## src/rtl/spi_master_param_m_if.sv

```systemverilog
// rtl/spi_master_param_m_if.sv - host-side request/response bundle for spi_master_param_m
interface spi_master_param_m_if #(
   parameter int WIDTH = 8,
   parameter int CSW   = 1,
   parameter int DIV_W = 8
);
   logic             start;
   logic [1:0]       mode;
   logic [DIV_W-1:0] div;
   logic             lsb_first;
   logic [CSW-1:0]   cs_sel;
   logic [WIDTH-1:0] dout;
   logic [WIDTH-1:0] din;
   logic             busy;
   logic             done;

   modport master (
      output start, mode, div, lsb_first, cs_sel, dout,
      input  din, busy, done
   );

   modport slave (
      input  start, mode, div, lsb_first, cs_sel, dout,
      output din, busy, done
   );
endinterface

```

## src/rtl/spi_master_param_m.sv

```systemverilog
// rtl/spi_master_param_m.sv - parametrised SPI master with registered SCK and word-at-a-time transfers
module spi_master_param_m #(
   parameter int WIDTH  = 8,
   parameter int N_CS   = 1,
   parameter int CSW    = 1,
   parameter int DIV_W  = 8,
   parameter int T_PRE  = 0,
   parameter int T_POST = 0
) (
   input  logic                 clk,
   input  logic                 rst_n,
   spi_master_param_m_if.slave  host,
   output logic [N_CS-1:0]      cs_n,
   output logic                 sck,
   input  logic                 miso,
   output logic                 mosi
);

   localparam logic [1:0] S_IDLE = 2'd0;
   localparam logic [1:0] S_PRE  = 2'd1;
   localparam logic [1:0] S_XFER = 2'd2;
   localparam logic [1:0] S_POST = 2'd3;

   // Last half-period index of each phase; XFER spans 2*WIDTH half-periods, one SCK edge at the start of each.
   localparam logic [15:0] PRE_LAST  = 16'(T_PRE);
   localparam logic [15:0] XFER_LAST = 16'(2 * WIDTH - 1);
   localparam logic [15:0] POST_LAST = 16'(T_POST);

   logic [1:0]       state;
   logic [DIV_W-1:0] hcnt;
   logic [DIV_W-1:0] div_q;
   logic [15:0]      pcnt;
   logic             cpol_q;
   logic             cpha_q;
   logic             lsb_q;
   logic [WIDTH-1:0] tx_sr;
   logic [WIDTH-1:0] rx_sr;

   logic             tick;
   logic             edge_now;
   logic             leading;
   logic             last_edge;
   logic             tx_bit;
   logic [WIDTH-1:0] tx_next;
   logic [WIDTH-1:0] rx_next;
   logic [N_CS-1:0]  cs_dec;

   // One-hot chip-select decode; an index beyond N_CS matches no line.
   always_comb begin
      cs_dec = '0;
      for (int i = 0; i < N_CS; i++) begin
         cs_dec[i] = (host.cs_sel == CSW'(i));
      end
   end

   // Half-period timing, SCK edge detection and shift-register next values.
   always_comb begin
      tick     = (hcnt == div_q);
      edge_now = 1'b0;
      if (tick && state == S_PRE && pcnt == PRE_LAST) begin
         edge_now = 1'b1;
      end
      if (tick && state == S_XFER && pcnt != XFER_LAST) begin
         edge_now = 1'b1;
      end
      leading   = (sck == cpol_q);
      last_edge = (state == S_XFER) && (pcnt == XFER_LAST - 16'd1);
      tx_bit    = lsb_q ? tx_sr[0] : tx_sr[WIDTH-1];
      tx_next   = lsb_q ? (tx_sr >> 1) : (tx_sr << 1);
      rx_next   = lsb_q ? {miso, rx_sr[WIDTH-1:1]} : {rx_sr[WIDTH-2:0], miso};
   end

   // Transfer sequencer: IDLE -> PRE -> XFER -> POST -> IDLE, all outputs registered.
   always_ff @(posedge clk or negedge rst_n) begin
      if (!rst_n) begin
         state     <= S_IDLE;
         hcnt      <= '0;
         div_q     <= '0;
         pcnt      <= '0;
         cpol_q    <= 1'b0;
         cpha_q    <= 1'b0;
         lsb_q     <= 1'b0;
         tx_sr     <= '0;
         rx_sr     <= '0;
         host.din  <= '0;
         host.busy <= 1'b0;
         host.done <= 1'b0;
         cs_n      <= '1;
         sck       <= 1'b0;
         mosi      <= 1'b0;
      end else begin
         host.done <= 1'b0;
         if (state == S_IDLE) begin
            sck  <= host.mode[1];
            mosi <= 1'b0;
            hcnt <= '0;
            pcnt <= '0;
            if (host.start) begin
               state     <= S_PRE;
               host.busy <= 1'b1;
               cpol_q    <= host.mode[1];
               cpha_q    <= host.mode[0];
               div_q     <= host.div;
               lsb_q     <= host.lsb_first;
               cs_n      <= ~cs_dec;
               if (!host.mode[0]) begin
                  // CPHA=0 needs the first bit on MOSI before the first (sampling) edge.
                  mosi  <= host.lsb_first ? host.dout[0] : host.dout[WIDTH-1];
                  tx_sr <= host.lsb_first ? (host.dout >> 1) : (host.dout << 1);
               end else begin
                  tx_sr <= host.dout;
               end
            end
         end else begin
            hcnt <= tick ? '0 : hcnt + DIV_W'(1);
            if (edge_now) begin
               sck <= ~sck;
               if (leading ^ cpha_q) begin
                  rx_sr <= rx_next;
               end
               if (cpha_q ? leading : (!leading && !last_edge)) begin
                  mosi  <= tx_bit;
                  tx_sr <= tx_next;
               end
            end
            if (tick) begin
               case (state)
                  S_PRE: begin
                     if (pcnt == PRE_LAST) begin
                        state <= S_XFER;
                        pcnt  <= '0;
                     end else begin
                        pcnt <= pcnt + 16'd1;
                     end
                  end
                  S_XFER: begin
                     if (pcnt == XFER_LAST) begin
                        state <= S_POST;
                        pcnt  <= '0;
                     end else begin
                        pcnt <= pcnt + 16'd1;
                     end
                  end
                  default: begin
                     if (pcnt == POST_LAST) begin
                        state     <= S_IDLE;
                        pcnt      <= '0;
                        host.busy <= 1'b0;
                        host.done <= 1'b1;
                        host.din  <= rx_sr;
                        cs_n      <= '1;
                        mosi      <= 1'b0;
                     end else begin
                        pcnt <= pcnt + 16'd1;
                     end
                  end
               endcase
            end
         end
      end
   end

endmodule

```

## src/flat_wrapper.sv

```systemverilog
// flat-port wrapper written by rule: the top's interface ports become plain ports
module spi_master_param_m_flat 
#(
   parameter int WIDTH  = 8,
   parameter int N_CS   = 1,
   parameter int CSW    = 1,
   parameter int DIV_W  = 8,
   parameter int T_PRE  = 0,
   parameter int T_POST = 0
)
  (clk, rst_n, cs_n, sck, miso, mosi, host_start, host_mode, host_div, host_lsb_first, host_cs_sel, host_dout, host_din, host_busy, host_done);
  spi_master_param_m_if #(.WIDTH(WIDTH), .CSW(CSW), .DIV_W(DIV_W)) host_i ();
  input  logic clk;
  input  logic rst_n;
  output logic [N_CS-1:0] cs_n;
  output logic sck;
  input  logic miso;
  output logic mosi;
  input wire logic [$bits(host_i.start)-1:0] host_start;
  input wire logic [$bits(host_i.mode)-1:0] host_mode;
  input wire logic [$bits(host_i.div)-1:0] host_div;
  input wire logic [$bits(host_i.lsb_first)-1:0] host_lsb_first;
  input wire logic [$bits(host_i.cs_sel)-1:0] host_cs_sel;
  input wire logic [$bits(host_i.dout)-1:0] host_dout;
  output wire logic [$bits(host_i.din)-1:0] host_din;
  output wire logic [$bits(host_i.busy)-1:0] host_busy;
  output wire logic [$bits(host_i.done)-1:0] host_done;
  assign host_i.start = host_start;
  assign host_i.mode = host_mode;
  assign host_i.div = host_div;
  assign host_i.lsb_first = host_lsb_first;
  assign host_i.cs_sel = host_cs_sel;
  assign host_i.dout = host_dout;
  assign host_din = host_i.din;
  assign host_busy = host_i.busy;
  assign host_done = host_i.done;
  spi_master_param_m #(.WIDTH(WIDTH), .N_CS(N_CS), .CSW(CSW), .DIV_W(DIV_W), .T_PRE(T_PRE), .T_POST(T_POST)) u_core (.clk(clk), .rst_n(rst_n), .host(host_i), .cs_n(cs_n), .sck(sck), .miso(miso), .mosi(mosi));
endmodule
```

## config.mk

```make
export PLATFORM = sky130hd
export DESIGN_NAME = spi_master_param_m_flat
export DESIGN_NICKNAME = d
export VERILOG_FILES = /design/src/rtl/spi_master_param_m_if.sv /design/src/rtl/spi_master_param_m.sv /design/src/flat_wrapper.sv
export SDC_FILE = /design/constraint.sdc
export NUM_CORES = 1
export LEC_CHECK = 0
export ABC_CLOCK_PERIOD_IN_PS = 6200
export BUFFER_PORTS_ARGS = -buffer_cell sky130_fd_sc_hd__buf_2
export CORE_MARGIN = 2
export CORE_UTILIZATION = 55
export DETAILED_ROUTE_END_ITERATION = 16
export PLACE_DENSITY = 0.86
export SYNTH_ARGS = -nofsm -noshare
export SYNTH_HDL_FRONTEND = slang
export SYNTH_SLANG_ARGS = --single-unit
```

## constraint.sdc

```tcl
create_clock -name clk -period 6.2 [get_ports clk]
set_input_delay 0.31 -clock clk [delete_from_list [all_inputs] [get_ports clk]]
set_output_delay 0.31 -clock clk [all_outputs]
set_load 0.005 [all_outputs]
```

==> results of run 1 <==
-- layer usage --
metal  part of all wire, %  wire [um]  GRT usage [%]
met1                    44       3343          27.56
met4                   1.4        109          8.369
met5                     0          0              0
met3                   3.5        268          4.812
met2                    51       3880          36.79
-- worst max path at each step --
stage | start | end | slack (ns) | cells past startpoint
final | u_core.pcnt[0] | u_core.tx_sr[7] | 3.46 | 7
after global routing | u_core.pcnt[0] | u_core.tx_sr[7] | 3.22 | 7
after CTS | u_core.state[0] | u_core.pcnt[5] | 3.50 | 6
after detailed placement | u_core.pcnt[0] | u_core.host.din[2] | 3.51 | 6
after global placement | u_core.pcnt[9] | u_core.host.din[2] | 3.61 | 4
after floorplan | u_core.pcnt[9] | u_core.host.din[0] | 3.77 | 5
-- cell usage after synthesis (5+ instances only) --
cell type  number  area, um^2
or3_1           5       31.28
xnor2_1        15       131.4
mux2i_1         9       90.09
and3_1          5       31.28
a221o_1         6       60.06
ha_1            8       100.1
nand3_1         8       40.04
o21ai_0         8       40.04
inv_1          16       60.06
mux2_4          8       120.1
a21oi_1        23       115.1
dfrtp_1        65        1627
nand2_1        15       56.30
nand4_1         9       56.30
o31ai_1         8       60.06
nor2_1         27       101.4
mux2_2         31       349.1
or4_1           9       67.56
clkbuf_1       15       56.30
-- cells in the final DEF, fill, tap and decap left out, types with 2 or more instances in the layout --
| cell type | n |
|---|---|
| nand3_1 | 8 |
| dfrtp_1 | 65 |
| buf_4 | 2 |
| and2_1 | 2 |
| bufinv_16 | 2 |
| or4_1 | 9 |
| clkbuf_8 | 9 |
| ha_1 | 8 |
| nor3_1 | 3 |
| o21ai_0 | 8 |
| a221oi_1 | 2 |
| xnor2_1 | 15 |
| and4_1 | 3 |
| a221o_1 | 6 |
| a41o_1 | 3 |
| or3_1 | 5 |
| and3_1 | 5 |
| buf_2 | 36 |
| mux2_4 | 8 |
| nor3b_1 | 2 |
| nor2_1 | 27 |
| xor2_1 | 2 |
| nand4_1 | 9 |
| nand2b_1 | 2 |
| clkinv_4 | 3 |
| a21oi_1 | 23 |
| mux2_2 | 31 |
| o31ai_1 | 8 |
| a211oi_1 | 3 |
| inv_1 | 16 |
| or4_4 | 3 |
| nor4_1 | 2 |
| a21o_1 | 3 |
| nand2_1 | 15 |
| mux2i_1 | 9 |
| a31oi_1 | 2 |
-- metrics by stage --
stage	setup slack, ns	hold slack (ns)
after floorplan	3.772	0.01441
after detailed placement	3.513	0.4964
after CTS	3.496	0.1623
after global routing	3.217	0.1799
final	3.461	0.1302
after global placement	3.611	0.4917
-- layout make-up --
type                    instances  area (um^2)
fillers                       487         2273
flip-flops and latches         66         1653
well taps                      77        96.34
inverters                      16        60.06
clock inverters                 7        102.6
multi-input cells             243         1882
clock buffers                   9        123.9
repair buffers                 38        195.2
-- worst max-delay path: stages (launching register included) --
cell	delay (ns)
dfrtp_1	0.41
inv_1	0.13
ha_1	0.19
or3b_2	0.47
nor4_1	0.49
a21boi_1	0.24
nor4_4	0.50
a221oi_1	0.16
-- flip-flops by register name (all words and copies together) (netlist names) --
register          count
u_core.cpol_q         1
u_core.hcnt           8
u_core.host.din       8
u_core.cpha_q         1
u_core.sck            1
u_core.cs_n           1
u_core.div_q          8
u_core.tx_sr          8
u_core.pcnt          16
u_core.host.busy      1
u_core.state          2
u_core.lsb_q          1
u_core.rx_sr          8
u_core.host.done      1
u_core.mosi           1
-- power breakdown --
| part | leakage, nW | switching (mW) | internal [mW] |
|---|---|---|---|
| Clock | 0.115 | 0.179 | 0.230 |
| Combinational | 0.908 | 0.305 | 0.337 |
| Sequential | 0.829 | 0.137 | 0.577 |
| Total | 1.85 | 0.621 | 1.14 |
-- kinds of logic after synthesis --
family	after synthesis	share of synthesized area, %
AND/OR/NAND/NOR	101	15.75
AO/OA/AOI/OAI	69	13.56
flip-flops	66	45.13
multiplexers	48	15.27
buffers and inverters	32	3.485
XOR/XNOR	17	4.066
adder cells (fa/ha/maj)	8	2.733
==> impl_metrics.env, run 1 <==
export IMPL_final_util_pct=64.40
export IMPL_min_path_type="in -> async"
export IMPL_cp_max_fo=8
export IMPL_syn_inst=341
export IMPL_grt_use_total_pct=21.84
export IMPL_clk_pin_slew_ns=0.08
export IMPL_io_pin_count=37
export IMPL_cts_tree="built"
export IMPL_startpoint_type="flip-flop"
export IMPL_cap_violations=0
export IMPL_first_iter_violations=241
export IMPL_final_cell_area_mm2=0.004113
export IMPL_synth_edff_count=0
export IMPL_n_antenna_cell=0
export IMPL_clock_fmax_mhz=365.1
export IMPL_avgViaCountPerCell=6.162
export IMPL_drc=0
export IMPL_ys_flop_type="dfrtp_1"
export IMPL_vias=2810
export IMPL_post_dp_hpwl_mm=5.250
export IMPL_fin_nets=406
export IMPL_tightest_slew_ns=0.9202
export IMPL_die_h_um=85.60
export IMPL_cts_setup_buffers=0
export IMPL_setup_tns_ns=0
export IMPL_core_mm2=0.006386
export IMPL_clockBufferDepth=2
export IMPL_initial_core_util_pct=57.35
export IMPL_finalCriticalPeriod_ns=2.739
export IMPL_worstReg2RegEnd="u_core.tx_sr[7]"
export IMPL_r2r_slack_ns=3.46
export IMPL_synth_async_reset_ratio_pct=100.0
export IMPL_max_slew_margin_pct=38.65
export IMPL_rsz0062_at_grt="no"
export IMPL_setup_violations=0
export IMPL_grt_pass1_vias=2739
export IMPL_yosys_warnings=0
export IMPL_cts_hold_buffers=0
export IMPL_drt_wl_total_mm=7.602
export IMPL_dr_pass1_iters=5
export IMPL_die_w_um=85.60
export IMPL_reg2reg_from="u_core.pcnt[0]"
export IMPL_num_rows=29
export IMPL_cts_root_buffer="clkbuf_8"
export IMPL_p_per_area_mw_per_mm2=429.2
export IMPL_synth_nets=373
export IMPL_die_area_mm2=0.007327
export IMPL_grt_pass1_wl_mm=12.69
export IMPL_ant_nets=0
export IMPL_cts_sinks=66
export IMPL_outcome="finished clean"
export IMPL_ff2ff_path_depth=7
export IMPL_dpl_instance_area_mm2=0.003886
export IMPL_cp_arrival_ns=2.94
export IMPL_finalMaxSlewViolations=0
export IMPL_stdcell_count=456
export IMPL_h_tree_depth=3
export IMPL_ys_seq_area_share_pct=45.13
export IMPL_cts_resized=0
export IMPL_placed_cells=440
export IMPL_gp_congestion=0.8730
export IMPL_synth_distinct_cells=51
export IMPL_worstSkewPairLatency_ns=0.35
export IMPL_crit_path_end_kind="flip-flop"
export IMPL_wl_per_cell_um=16.67
export IMPL_drive_above_1_share_pct=27.44
export IMPL_synth_area_mm2=0.003662
export IMPL_cts_buffers=9
export IMPL_grt_overflow_total=0
export IMPL_cp_required_ns=6.40
export IMPL_p_total_mw=1.765
export IMPL_cellLeakagePower_nw=1.852
export IMPL_ir_worst_vdd_uv=308.3
export IMPL_antenna_found_initial=0
export IMPL_setup_worst_path_class="reg -> reg"
export IMPL_skew_ns=0.005860
export IMPL_ys_seq_elements=66
export IMPL_hold_viol=0
export IMPL_grt_start_max_net_pins=67
export IMPL_fin_crit_sh_pct=44.17
export IMPL_portBuffers=36
export IMPL_area_delta_synth_final_pct=12.30
export IMPL_synth_area_per_cell_um2=10.74
No activity file was read; power rests on OpenSTA's default activity.
==> run 2: changes to the inputs <==
ABC_CLOCK_PERIOD_IN_PS = 2300   (was 6200)
CORE_UTILIZATION = 53   (was 55)
PLACE_DENSITY = 0.87   (was 0.86)
clock period = 2.3 ns   (was 6.2 ns; I/O delays follow)
==> run 2 against run 1 <==
  * The flow now finishes with violations (setup timing)
  * Worst setup slack worse by 3.6 ns
  * Sequential cell count is the same
  * Clock power grew to 3.0 times the previous value
  * Clock-buffer cell count unchanged
  * Register-to-register slack got worse by 3.6 ns
  * Die area grew 3.6%
  * Critical endpoint is now u_core.state[0]
==> impl_metrics.env, run 2 (synthesis results as in run 1) <==
export IMPL_cellLeakagePower_nw=2.147
export IMPL_post_place_ws_ns=-0.1443
export IMPL_critical_path_cell_count=7
export IMPL_grt_overflow_total=0
export IMPL_cap_violations=0
export IMPL_cpLargestDelayFamily="simple AND/OR/NAND/NOR gates"
export IMPL_cts_buffers=9
export IMPL_largest_register="u_core.pcnt"
export IMPL_gp_congestion=0.8307
export IMPL_layout_commonest_cell="dfrtp_1"
export IMPL_setup_violations=27
export IMPL_final_util_pct=69.48
export IMPL_h_tree_depth=3
export IMPL_dpl_instance_area_mm2=0.004182
export IMPL_antenna_found_initial=0
export IMPL_rsz0062_at_grt="yes"
export IMPL_drc=0
export IMPL_grt_pass1_vias=3235
export IMPL_cp_arrival_ns=2.71
export IMPL_clock_fmax_mhz=401.9
export IMPL_skew_ns=0.01237
export IMPL_hold_viol=0
export IMPL_cts_sinks=66
export IMPL_n_antenna_cell=0
export IMPL_grt_start_max_net_pins=28
export IMPL_cp_max_fo=3
export IMPL_grt_use_total_pct=25.67
export IMPL_largest_register_ffs=16
export IMPL_crit_buf_inv=1
export IMPL_setup_tns_ns=-1.945
export IMPL_first_iter_violations=204
export IMPL_fin_crit_sh_pct=108.2
export IMPL_area_delta_synth_final_pct=28.19
export IMPL_fin_nets=458
export IMPL_startpoint_type="flip-flop"
export IMPL_outcome="finished with violations"
export IMPL_final_cell_area_mm2=0.004695
export IMPL_drive_above_1_share_pct=38.28
export IMPL_cts_tree="built"
export IMPL_setup_ws_ns=-0.1881
export IMPL_die_h_um=87.13
export IMPL_drt_wl_total_mm=9.924
export IMPL_cp_required_ns=2.52
export IMPL_ff2ff_path_depth=7
export IMPL_ant_nets=0
export IMPL_clk_pin_slew_ns=0.08
export IMPL_crit_path_end_kind="flip-flop"
export IMPL_dr_pass1_iters=6
export IMPL_vias=3202
export IMPL_initial_core_util_pct=54.20
export IMPL_avgViaCountPerCell=6.266
export IMPL_num_rows=30
export IMPL_die_w_um=87.13
export IMPL_finalMaxSlewViolations=0
export IMPL_core_mm2=0.006756
export IMPL_clockBufferDepth=2
export IMPL_cp_slowest_cell="a2111o_1"
export IMPL_whs_path_depth=2
export IMPL_tightest_slew_ns=0.7178
export IMPL_violations="setup timing"
export IMPL_io_pin_count=37
export IMPL_min_path_type="in -> reg"
export IMPL_setup_worst_path_class="reg -> reg"
export IMPL_critPathMaxStageDelay_ns=0.49
export IMPL_cts_root_buffer="clkbuf_8"
export IMPL_portBuffers=36
export IMPL_grt_pass1_wl_mm=15.23
export IMPL_post_dp_hpwl_mm=5.850
export IMPL_p_per_area_mw_per_mm2=1140
export IMPL_ir_worst_vdd_uv=384.5
export IMPL_path_cells="inv_2 -> ha_4 -> or4b_1 -> a2111o_1 -> a21oi_1 -> nor4b_1 -> nor2_1"
export IMPL_worstSkewPairLatency_ns=0.36
export IMPL_max_slew_margin_pct=52.15
export IMPL_finalCriticalPeriod_ns=2.488
export IMPL_wl_per_cell_um=19.42
export IMPL_final_cell_mix="dfrtp_1 (65), buf_4 (43), buf_2 (36)"
export IMPL_die_area_mm2=0.007591
## run 2: changes by cell type in the layout (fill, tap and decap cells not counted), moves of 2 or more
cell / before / now
a31oi_1: 2 / 0
buf_4: 2 / 43
buf_6: 0 / 3
dlygate4sd3_1: 0 / 8
ha_1: 8 / 6
ha_4: 0 / 2
inv_1: 16 / 13
inv_2: 0 / 3
inv_6: 0 / 2
or3_1: 5 / 3
or3_4: 0 / 2
## run 2: timing repair
item | CTS | global route
endpoints found under the hold margin | 29 | 0
hold buffers | 8 | 0
setup endpoints to repair | 27 | 29
pin swaps | 5 | 8
resized for setup | 8 | 17
buffers inserted | 7 | 5
## run 2: path summary, 6_finish.rpt
kind | from | endpoint | slack [ns]
worst min register to register | u_core.host.din[4] | u_core.host.din[4] | 0.51
min in group asynchronous | rst_n | u_core.tx_sr[4] | 0.25
worst max-delay path | u_core.pcnt[0] | u_core.state[0] | -0.19
max in group asynchronous | rst_n | u_core.cs_n | 1.31
worst max register to register | u_core.pcnt[0] | u_core.state[0] | -0.19
worst min-delay path | host_div[1] | u_core.div_q[1] | 0.009
## run 2: layer usage
metal	up-vias	routed length [um]	GRT usage (%)
li1	1438	-	-
met5	-	0	0
met2	136	5231	45.45
met1	1577	3853	28.33
met3	51	393	5.782
met4	0	444	14.13
## run 2: cell type report
cell class	count	area, um^2
multi-input combinational	243	2016
sequential	66	1653
tap	80	100.1
timing repair buffer	90	616.8
inverter	16	60.06
clock inverter	7	125.1
clock buffer	9	123.9
fill	430	2062
## run 2: per-stage QoR
stage	power, mW	hold WS [ns]	cells
floorplan	3.232	-0.1806	341
global placement	3.670	0.1012	478
detailed placement	3.805	0.1110	478
CTS	5.131	0.0003223	507
global route	5.594	0.01567	511
finish	5.354	0.009497	511
## run 2: where the power goes
group          internal [mW]  leakage [nW]  switching [mW]  total (mW)
Clock                  0.731         0.124           0.500        1.23
Combinational           1.08          1.19            1.09        2.17
Sequential              1.56         0.829           0.393        1.95
Total                   3.37          2.15            1.98        5.35
==> run 3: changes to the inputs <==
CELL_PAD_IN_SITES_DETAIL_PLACEMENT = 0   (was not set)
CELL_PAD_IN_SITES_GLOBAL_PLACEMENT = 1   (was not set)
CORE_UTILIZATION = 42   (was 53)
PLACE_DENSITY = 0.86   (was 0.87)
==> run 3 against run 2 <==
  * The flow still finishes with violations (setup timing)
  * Design area grew 0.19%
  * Clock power fell by 17%
  * Clock skew decreased by 0.0031 ns
  * Non-clock buffer count grew 5
  * Global-route usage down 7.8 points
  * Clock-buffer cell count rose by 2
  * Wire length down 19%
  * Sequential cell count stayed put
  * Sequential power about the same
  * Critical path type unchanged
  * Critical endpoint is now u_core.host.din[5]
  * Largest power group unchanged
==> impl_metrics.env, run 3 (synthesis results as in run 1) <==
export IMPL_final_cell_area_mm2=0.004703
export IMPL_grt_pass1_wl_mm=13.68
export IMPL_crit_path_end_kind="flip-flop"
export IMPL_p_int_mw=3.223
export IMPL_io_pin_count=37
export IMPL_comb_power_share_pct=40.7
export IMPL_first_iter_violations=101
export IMPL_setup_worst_path_class="reg -> reg"
export IMPL_hp_start="host_div[3]"
export IMPL_dr_pass1_iters=5
export IMPL_grt_use_total_pct=17.86
export IMPL_avgViaCountPerCell=5.362
export IMPL_seq_power_share_pct=38.8
export IMPL_portBuffers=36
export IMPL_min_to="u_core.div_q[3]"
export IMPL_antenna_found_initial=0
export IMPL_core_mm2=0.008593
export IMPL_final_cell_mix="dfrtp_1 (65), buf_4 (48), buf_2 (36)"
export IMPL_die_w_um=97.38
export IMPL_setup_ws_ns=-0.09352
export IMPL_largest_register="u_core.pcnt"
export IMPL_die_h_um=97.38
export IMPL_post_dp_hpwl_mm=5.893
export IMPL_area_delta_synth_final_pct=28.43
export IMPL_initial_core_util_pct=42.62
export IMPL_drt_wl_total_mm=8.052
export IMPL_drive_above_1_share_pct=38.07
export IMPL_startpoint_type="flip-flop"
export IMPL_min_path_type="in -> reg"
export IMPL_ir_worst_vdd_uv=391.5
export IMPL_whs_path_depth=2
export IMPL_max_slew_margin_pct=52.53
export IMPL_cap_violations=0
export IMPL_clockPowerShare_pct=20.6
export IMPL_dpl_instance_area_mm2=0.004244
export IMPL_cp_required_ns=2.53
export IMPL_fin_nets=463
export IMPL_tightest_slew_ns=0.7121
export IMPL_setup_violations=25
export IMPL_rsz0062_at_grt="yes"
export IMPL_drc=0
export IMPL_skew_ns=0.009289
export IMPL_p_total_mw=4.980
export IMPL_layout_commonest_cell="dfrtp_1"
export IMPL_swShare_pct=35.28
export IMPL_gp_congestion=0.7789
export IMPL_h_tree_depth=3
export IMPL_r2r_slack_ns=-0.09
export IMPL_ff2ff_path_depth=6
export IMPL_cts_sinks=66
export IMPL_cts_root_buffer="clkbuf_8"
export IMPL_worstReg2RegEnd="u_core.host.din[5]"
export IMPL_hold_viol=0
export IMPL_cellLeakagePower_nw=2.143
export IMPL_stdcell_count=544
export IMPL_cts_buffers=9
export IMPL_largest_register_ffs=16
export IMPL_num_rows=34
export IMPL_violations="setup timing"
export IMPL_placed_cells=508
export IMPL_ant_nets=0
export IMPL_wl_per_cell_um=14.80
export IMPL_reg2reg_from="u_core.pcnt[0]"
export IMPL_n_antenna_cell=0
export IMPL_worstSkewPairLatency_ns=0.35
export IMPL_finalMaxSlewViolations=0
export IMPL_clk_pin_slew_ns=0.07
export IMPL_cts_tree="built"
export IMPL_clock_fmax_mhz=417.8
export IMPL_die_area_mm2=0.009483
export IMPL_finalCriticalPeriod_ns=2.394
export IMPL_grt_start_max_net_pins=39
export IMPL_cp_max_fo=8
export IMPL_fin_crit_sh_pct=104.1
export IMPL_clockBufferDepth=2
export IMPL_p_sw_mw=1.757
export IMPL_grt_overflow_total=0
export IMPL_outcome="finished with violations"
export IMPL_cp_arrival_ns=2.62
export IMPL_grt_pass1_vias=2914
export IMPL_p_per_area_mw_per_mm2=1059
export IMPL_vias=2917
## run 3: worst max path at each step
stage | start | endpoint | depth (start not counted)
after CTS | u_core.pcnt[11] | u_core.host.din[5] | 5
after detailed placement | u_core.pcnt[11] | u_core.host.din[5] | 5
after global routing | u_core.pcnt[15] | u_core.tx_sr[7] | 6
final | u_core.pcnt[0] | u_core.host.din[5] | 6
after floorplan | u_core.pcnt[12] | u_core.host.din[0] | 5
after global placement | u_core.pcnt[15] | u_core.host.din[0] | 5
## run 3: repair_timing
action / 4_1_cts / 5_1_grt
buffers inserted: 2 / 12
cloned: 0 / 0
resized for setup: 5 / 12
pin swaps: 2 / 6
hold buffers: 8 / 0
endpoints found under the setup margin: 24 / 32
endpoints found under the hold margin: 34 / 0
## run 3: critical path, stage by stage (launching register included)
cell,delay (ns)
dfrtp_1,0.40
inv_2,0.08
ha_4,0.13
or3b_4,0.37
or4_4,0.53
or3_4,0.44
mux2_4,0.33
## run 3: routing by layer
layer / global-route usage [%] / vias up / routed length (um)
met3: 4.101 / 9 / 257
met2: 29.39 / 39 / 3895
met5: 0 / - / 0
li1: - / 1446 / -
met1: 23.03 / 1423 / 3792
met4: 6.624 / 0 / 107
## run 3: power groups by stage
stage	clock network, mW	logic (mW)	registers [mW]
global route	1.09	2.24	1.98
global placement	0	1.81	1.92
finish	1.02	2.03	1.93
detailed placement	0	1.88	1.95
floorplan	0	1.42	1.81
CTS	1.04	1.95	1.93
## run 3: per-stage QoR
step	TNS (ns)	hold WS, ns	setup WS, ns	util, %
final	-1.446	0.01313	-0.09352	54.73
after global routing	-3.303	0.008987	-0.1512	54.73
after CTS	-1.512	0.003710	-0.1326	53.38
after detailed placement	-1.963	0.1887	-0.1599	49.39
after global placement	-1.005	0.1829	-0.09623	49.39
after floorplan	-0.8282	-0.1806	-0.09036	-
## run 3: final cells by class
type	count	area [um^2]
well taps	108	135.1
fillers	744	3890
flip-flops and latches	66	1653
clock buffers	11	151.4
multi-input cells	243	1978
clock inverters	5	62.56
repair buffers	95	663.1
inverters	16	60.06
